### config.mk
export PLATFORM = sky130hd
export DESIGN_NAME = que_sched_ctrl_flat
export DESIGN_NICKNAME = d
export VERILOG_FILES = /design/src/rtl/que_sched_ctrl_pkg.sv /design/src/rtl/que_sched_ctrl_if.sv /design/src/rtl/que_sched_ctrl.sv /design/src/flat_wrapper.sv
export SDC_FILE = /design/constraint.sdc
export NUM_CORES = 1
export LEC_CHECK = 0
export BUFFER_PORTS_ARGS = -buffer_cell sky130_fd_sc_hd__buf_4
export CAP_MARGIN = 20
export CELL_PAD_IN_SITES_DETAIL_PLACEMENT = 0
export CELL_PAD_IN_SITES_GLOBAL_PLACEMENT = 2
export CORE_MARGIN = 2
export CORE_UTILIZATION = 31
export DETAILED_ROUTE_END_ITERATION = 8
export HOLD_SLACK_MARGIN = 0.02
export PLACE_DENSITY_LB_ADDON = 0.1
export SLEW_MARGIN = 10
export SYNTH_ARGS = -nofsm -noshare
export SYNTH_HDL_FRONTEND = slang
export SYNTH_SLANG_ARGS = --single-unit
### constraint.sdc
create_clock -name i_clk -period 2.43 [get_ports i_clk]
set_clock_uncertainty 0.15 [all_clocks]
set_input_delay 0.486 -clock i_clk [delete_from_list [all_inputs] [get_ports i_clk]]
set_output_delay 0.486 -clock i_clk [all_outputs]
set_load 0.005 [all_outputs]
### src/rtl/que_sched_ctrl_pkg.sv
// que_pkg: shared constants, index/priority types and scheduler FSM states
package que_pkg;
  localparam int PORTNUM_DEF = 16;
  localparam int PRIOR_DEF = 8;
  typedef logic [$clog2(PORTNUM_DEF)-1:0] port_idx_t;
  typedef logic [$clog2(PRIOR_DEF)-1:0] prior_t;
  typedef enum logic [2:0] {
    ST_IDLE,
    ST_UPDATE,
    ST_SETTLE,
    ST_WAIT_SEL,
    ST_REQ,
    ST_XFER,
    ST_CLEAR
  } sched_state_e;
endpackage

### src/rtl/que_sched_ctrl_if.sv
// que_sched_ctrl_if: queue-manager, arbitrator and read-datapath signals around one scheduler
interface que_sched_ctrl_if #(
  parameter int PORTNUM = 16,
  parameter int PRIOR = 8
) ();
  localparam int PW = $clog2(PORTNUM);
  localparam int RW = $clog2(PRIOR);
  logic [PORTNUM-1:0] i_que_pending;
  logic [PORTNUM-1:0][RW-1:0] i_que_prior;
  logic [PORTNUM-1:0] o_pending;
  logic [PORTNUM-1:0][RW-1:0] o_prior;
  logic o_update;
  logic [PW-1:0] i_port;
  logic i_port_vld;
  logic i_empty;
  logic [PW-1:0] o_clr_port;
  logic o_clr_vld;
  logic o_rd_req;
  logic [PW-1:0] o_rd_port;
  logic i_rd_ack;
  logic i_rd_done;
  modport ctrl (
    input i_que_pending, i_que_prior, i_port, i_port_vld, i_empty, i_rd_ack, i_rd_done,
    output o_pending, o_prior, o_update, o_clr_port, o_clr_vld, o_rd_req, o_rd_port
  );
  modport peer (
    output i_que_pending, i_que_prior, i_port, i_port_vld, i_empty, i_rd_ack, i_rd_done,
    input o_pending, o_prior, o_update, o_clr_port, o_clr_vld, o_rd_req, o_rd_port
  );
endinterface

### src/rtl/que_sched_ctrl.sv
// que_sched_ctrl: snapshots queue status, drives arbitrator update/clear and per-packet reads.
// Define QUE_SCHED_WDOG_EN to add the REQ/XFER watchdog and its o_wdog_err pulse.
module que_sched_ctrl
  import que_pkg::*;
#(
  parameter int PORTNUM = PORTNUM_DEF,
  parameter int PRIOR = PRIOR_DEF,
  parameter int WDOG_CYC = 1024
) (
  input logic i_clk,
  input logic i_rst_n,
  que_sched_ctrl_if.ctrl bus,
  output logic o_busy,
  output logic [15:0] o_round_cnt
`ifdef QUE_SCHED_WDOG_EN
  ,
  output logic o_wdog_err
`endif
);
  localparam int PW = $clog2(PORTNUM);
  localparam int RW = $clog2(PRIOR);
  sched_state_e state, nxt;
  logic [PORTNUM-1:0] pending;
  logic [PORTNUM-1:0][RW-1:0] prior;
  logic [PW-1:0] rd_port;
  logic wdog_hit;
  logic load, take, done_round;
  assign load = (state == ST_IDLE) && |bus.i_que_pending;
  assign take = (state == ST_WAIT_SEL) && bus.i_port_vld;
  assign done_round = (state == ST_WAIT_SEL) && !bus.i_port_vld && bus.i_empty;
  // Strobes decode straight from state so an async reset drops them at once.
  assign bus.o_update = state == ST_UPDATE;
  assign bus.o_clr_vld = state == ST_CLEAR;
  assign bus.o_rd_req = state == ST_REQ;
  assign bus.o_clr_port = rd_port;
  assign bus.o_rd_port = rd_port;
  assign bus.o_pending = pending;
  assign bus.o_prior = prior;
  assign o_busy = state != ST_IDLE;
`ifdef QUE_SCHED_WDOG_EN
  localparam int CW = $clog2(WDOG_CYC + 1);
  logic [CW-1:0] wcnt;
  assign wdog_hit = (state == ST_REQ || state == ST_XFER) && wcnt == CW'(WDOG_CYC - 1);
  always_ff @(posedge i_clk or negedge i_rst_n) begin
    if (!i_rst_n) begin
      wcnt <= '0;
      o_wdog_err <= 1'b0;
    end else begin
      wcnt <= (nxt == ST_REQ && state != ST_REQ) ? '0 : (state == ST_REQ || state == ST_XFER) ? wcnt + 1'b1 : wcnt;
      o_wdog_err <= wdog_hit;
    end
  end
`else
  assign wdog_hit = 1'b0;
`endif
  always_comb begin
    nxt = state;
    case (state)
      ST_IDLE: nxt = |bus.i_que_pending ? ST_UPDATE : ST_IDLE;
      ST_UPDATE: nxt = ST_SETTLE;
      ST_SETTLE: nxt = ST_WAIT_SEL;
      ST_WAIT_SEL: nxt = bus.i_port_vld ? ST_REQ : bus.i_empty ? ST_IDLE : ST_WAIT_SEL;
      ST_REQ: nxt = bus.i_rd_ack ? (bus.i_rd_done ? ST_CLEAR : ST_XFER) : ST_REQ;
      ST_XFER: nxt = bus.i_rd_done ? ST_CLEAR : ST_XFER;
      ST_CLEAR: nxt = ST_SETTLE;
      default: nxt = ST_IDLE;
    endcase
    if (wdog_hit) nxt = ST_CLEAR;
  end
  always_ff @(posedge i_clk or negedge i_rst_n) begin
    if (!i_rst_n) begin
      state <= ST_IDLE;
      pending <= '0;
      prior <= '0;
      rd_port <= '0;
      o_round_cnt <= '0;
    end else begin
      state <= nxt;
      if (load) begin
        pending <= bus.i_que_pending;
        prior <= bus.i_que_prior;
      end
      if (take) rd_port <= bus.i_port;
      if (done_round) o_round_cnt <= o_round_cnt + 16'd1;
    end
  end
endmodule

### src/flat_wrapper.sv
// flat-port wrapper written by rule: the top's interface ports become plain ports
module que_sched_ctrl_flat import que_pkg::*;
#(
  parameter int PORTNUM = PORTNUM_DEF,
  parameter int PRIOR = PRIOR_DEF,
  parameter int WDOG_CYC = 1024
)
  (i_clk, i_rst_n, o_busy, o_round_cnt, bus_i_que_pending, bus_i_que_prior, bus_i_port, bus_i_port_vld, bus_i_empty, bus_i_rd_ack, bus_i_rd_done, bus_o_pending, bus_o_prior, bus_o_update, bus_o_clr_port, bus_o_clr_vld, bus_o_rd_req, bus_o_rd_port);
  que_sched_ctrl_if #(.PORTNUM(PORTNUM), .PRIOR(PRIOR)) bus_i ();
  input logic i_clk;
  input logic i_rst_n;
  output logic o_busy;
  output logic [15:0] o_round_cnt;
  input wire logic [$bits(bus_i.i_que_pending)-1:0] bus_i_que_pending;
  input wire logic [$bits(bus_i.i_que_prior)-1:0] bus_i_que_prior;
  input wire logic [$bits(bus_i.i_port)-1:0] bus_i_port;
  input wire logic [$bits(bus_i.i_port_vld)-1:0] bus_i_port_vld;
  input wire logic [$bits(bus_i.i_empty)-1:0] bus_i_empty;
  input wire logic [$bits(bus_i.i_rd_ack)-1:0] bus_i_rd_ack;
  input wire logic [$bits(bus_i.i_rd_done)-1:0] bus_i_rd_done;
  output wire logic [$bits(bus_i.o_pending)-1:0] bus_o_pending;
  output wire logic [$bits(bus_i.o_prior)-1:0] bus_o_prior;
  output wire logic [$bits(bus_i.o_update)-1:0] bus_o_update;
  output wire logic [$bits(bus_i.o_clr_port)-1:0] bus_o_clr_port;
  output wire logic [$bits(bus_i.o_clr_vld)-1:0] bus_o_clr_vld;
  output wire logic [$bits(bus_i.o_rd_req)-1:0] bus_o_rd_req;
  output wire logic [$bits(bus_i.o_rd_port)-1:0] bus_o_rd_port;
  assign bus_i.i_que_pending = bus_i_que_pending;
  assign bus_i.i_que_prior = bus_i_que_prior;
  assign bus_i.i_port = bus_i_port;
  assign bus_i.i_port_vld = bus_i_port_vld;
  assign bus_i.i_empty = bus_i_empty;
  assign bus_i.i_rd_ack = bus_i_rd_ack;
  assign bus_i.i_rd_done = bus_i_rd_done;
  assign bus_o_pending = bus_i.o_pending;
  assign bus_o_prior = bus_i.o_prior;
  assign bus_o_update = bus_i.o_update;
  assign bus_o_clr_port = bus_i.o_clr_port;
  assign bus_o_clr_vld = bus_i.o_clr_vld;
  assign bus_o_rd_req = bus_i.o_rd_req;
  assign bus_o_rd_port = bus_i.o_rd_port;
  que_sched_ctrl #(.PORTNUM(PORTNUM), .PRIOR(PRIOR), .WDOG_CYC(WDOG_CYC)) u_core (.i_clk(i_clk), .i_rst_n(i_rst_n), .bus(bus_i), .o_busy(o_busy), .o_round_cnt(o_round_cnt));
endmodule
==> flow_metrics.env <==
export IMPL_switching_share=0.284
export IMPL_reg2reg_slack_ns=0.57
export IMPL_use_met2=0.204
export IMPL_path_class="reg2out"
export IMPL_whs_path_depth=2
export IMPL_postRouteAntennaNets=0
export IMPL_critPathCapture="o_busy"
export IMPL_startpoint="u_core.state[1]"
export IMPL_worstRegToRegCells=4
export IMPL_tns_ns=0
export IMPL_busiest_layer="met2"
export IMPL_rsz0062_at_grt="no"
export IMPL_seq_area_frac_synth=0.585
export IMPL_grt_first_pass_wirelength_um=13600
export IMPL_hold_viol=0
export IMPL_die_area_mm2=0.0129
export IMPL_drc=0
export IMPL_syn_avg_cell_area_um2=16.2
export IMPL_routedWlPerCell_um=15.9
export IMPL_p_int_uw=4940
export IMPL_grt_total_usage=0.139
export IMPL_finalSetupViolCount=0
export IMPL_nets=474
export IMPL_firstDrtPassIters=4
export IMPL_fmax_mhz=501
export IMPL_antenna_found_initial=0
export IMPL_globalplace_congestion=0.718
export IMPL_yosys_warnings=0
export IMPL_dr_total_vias=2453
export IMPL_period_needed_ns=2.00
export IMPL_final_common_cell="buf_4"
export IMPL_worstPathArrival_ns=1.36
export IMPL_htree_num_levels=3
export IMPL_cts_setup_buffers=0
export IMPL_min_period_over_period=0.822
export IMPL_power_leakage_uw=0.00269
export IMPL_post_route_cell_area_mm2=0.00534
export IMPL_clock_sinks=87
export IMPL_pwr_share_seq=0.363
export IMPL_final_max_slew_viol_count=0
export IMPL_ir_drop_v=0.000455
export IMPL_synth_nets=304
export IMPL_fillCellCount=1107
export IMPL_dpl_hpwl_um=6350
export IMPL_r2r_end="u_core.bus.o_prior[20]"
export IMPL_gr_total_overflow=0
export IMPL_initial_utilization=0.314
export IMPL_hold_class="in2reg"
export IMPL_clkTransAtPathRegs_ns=0.06
export IMPL_slew_headroom=0.763
export IMPL_grt_pass1_vias=2472
export IMPL_clkLatencyLatePin_ns=0.33
export IMPL_die_w_um=114
export IMPL_outcome="finished, final reports clean"
export IMPL_async_flop_share=1.00
export IMPL_core_area_mm2=0.0119
export IMPL_critPathCaptureType="output port"
export IMPL_worst_pin_slew_ns=0.356
export IMPL_p_sw_uw=1960
export IMPL_worstPathRequired_ns=1.79
export IMPL_die_y_um=114
export IMPL_numPortBuffers=165
export IMPL_netlist_area_mm2=0.00372
export IMPL_area_growth_pct=43.6
export IMPL_drive_gt1_frac=0.634
export IMPL_cts_tree="done"
export IMPL_grt_max_degree=40
export IMPL_cp_start_kind="flip-flop"
export IMPL_crit_fanout=9
export IMPL_p_comb_frac=0.454
export IMPL_cts_max_path_buffers=2
export IMPL_dpl_cell_area_mm2=0.00507
export IMPL_finalWirelength_um=8710
export IMPL_synth_cells=229
export IMPL_yosysUniqueCellTypes=32
export IMPL_vias_per_cell=4.47
export IMPL_final_cell_mix="168 x buf_4, 87 x dfrtp_1, 49 x mux2_4"
export IMPL_r2r_start="u_core.state[1]"
export IMPL_root_buffer="clkbuf_16"
export IMPL_synth_ff_type="dfrtp_1"
export IMPL_maxCapViolations=0
export IMPL_placementRows=40
export IMPL_synth_edff_count=0
export IMPL_cts_buffers=9
export IMPL_power_density_mw_per_mm2=1290
export IMPL_pwr_share_clk=0.183
export IMPL_n_antenna_cell=0
export IMPL_met1_usage=0.196
export IMPL_num_io_pins=166
export IMPL_first_iter_violations=124
export IMPL_use_met3=0.0308
export IMPL_ys_ff_latch=87
==> critical path, cell delays in order (launching register included) <==
cell and delay, ns:
dfrtp_1 0.46, or3_4 0.42, buf_4 0.15
==> kinds of logic after synthesis <==
logic type	share of synthesized area
flip-flops	0.585
XOR/XNOR	0.0353
multiplexers	0.258
adder cells (fa/ha/maj)	0.00336
AND/OR/NAND/NOR	0.0672
AO/OA/AOI/OAI	0.00740
buffers and inverters	0.0434
==> per-stage QoR <==
step                setup slack, ns  total power, µW  cells  hold slack (ns)  utilization
floorplan                     0.553             4430    229           0.0404            -
global placement              0.200             5690    534            0.266        0.427
detailed placement            0.157             5690    534            0.276        0.427
CTS                           0.394             7020    549            0.213        0.451
global route                  0.344             7360    549            0.216        0.451
finish                        0.433             6910    549            0.229        0.451
==> cells in the mapped netlist (2+ instances only) <==
library cell   n  share of area
mux2_4        49           0.20
dfrtp_1       87           0.59
and2_1         2         0.0034
xor2_1         2         0.0047
mux2_2        20          0.061
nand3_1        4         0.0054
buf_12         5          0.027
and3_1         3         0.0050
nand4_1        6          0.010
nand2_1        5         0.0050
buf_4          4         0.0081
xnor2_1       13          0.031
nor4_1         4         0.0067
clkbuf_1       2         0.0020
nor2_1         3         0.0030
and4_1         4         0.0094
==> power groups by stage <==
stage / Clock [µW] / Combinational, µW / Sequential (µW)
floorplan: 0 / 1900 / 2530
global placement: 0 / 3170 / 2520
detailed placement: 0 / 3170 / 2530
CTS: 1320 / 3190 / 2510
global route: 1390 / 3360 / 2610
finish: 1270 / 3130 / 2510
==> registers in the layout (all words and copies together) (netlist names) <==
signal / cells
u_core.bus.o_clr_port: 4
u_core.bus.o_pending: 16
u_core.bus.o_prior: 48
u_core.o_round_cnt: 16
u_core.state: 3
==> repair_timing <==
item / in CTS / in global routing
gates resized for setup: 0 / 0
hold buffers: 1 / 0
hold endpoints to repair: 21 / 0
==> routing by layer <==
| layer | vias to the layer above | wire [µm] |
|---|---|---|
| met5 | - | 0 |
| met4 | 0 | 193 |
| met3 | 14 | 490 |
| met2 | 93 | 3940 |
| met1 | 1192 | 4080 |
| li1 | 1154 | - |
==> how the worst min path moves through the flow <==
stage,startpoint,to,slack (ns)
2_1_floorplan,i_rst_n,u_core.bus.o_clr_port[0],0.04
6_report,bus_i_port[3],u_core.bus.o_clr_port[3],0.23
3_3_place_gp,i_rst_n,u_core.bus.o_prior[45],0.27
3_5_place_dp,i_rst_n,u_core.bus.o_prior[45],0.28
5_1_grt,bus_i_que_prior[6],u_core.bus.o_prior[6],0.22
4_1_cts,bus_i_que_prior[6],u_core.bus.o_prior[6],0.21
==> cell type report <==
type,count,area [µm²],area share
inverters,1,3.75,0.000702
well taps,147,184,0.0344
multi-input cells,128,1380,0.259
repair buffers,172,1330,0.249
clock inverters,1,5.00,0.000937
flip-flops and latches,87,2180,0.407
clock buffers,13,260,0.0487
Power figures use the tool's default switching activity.
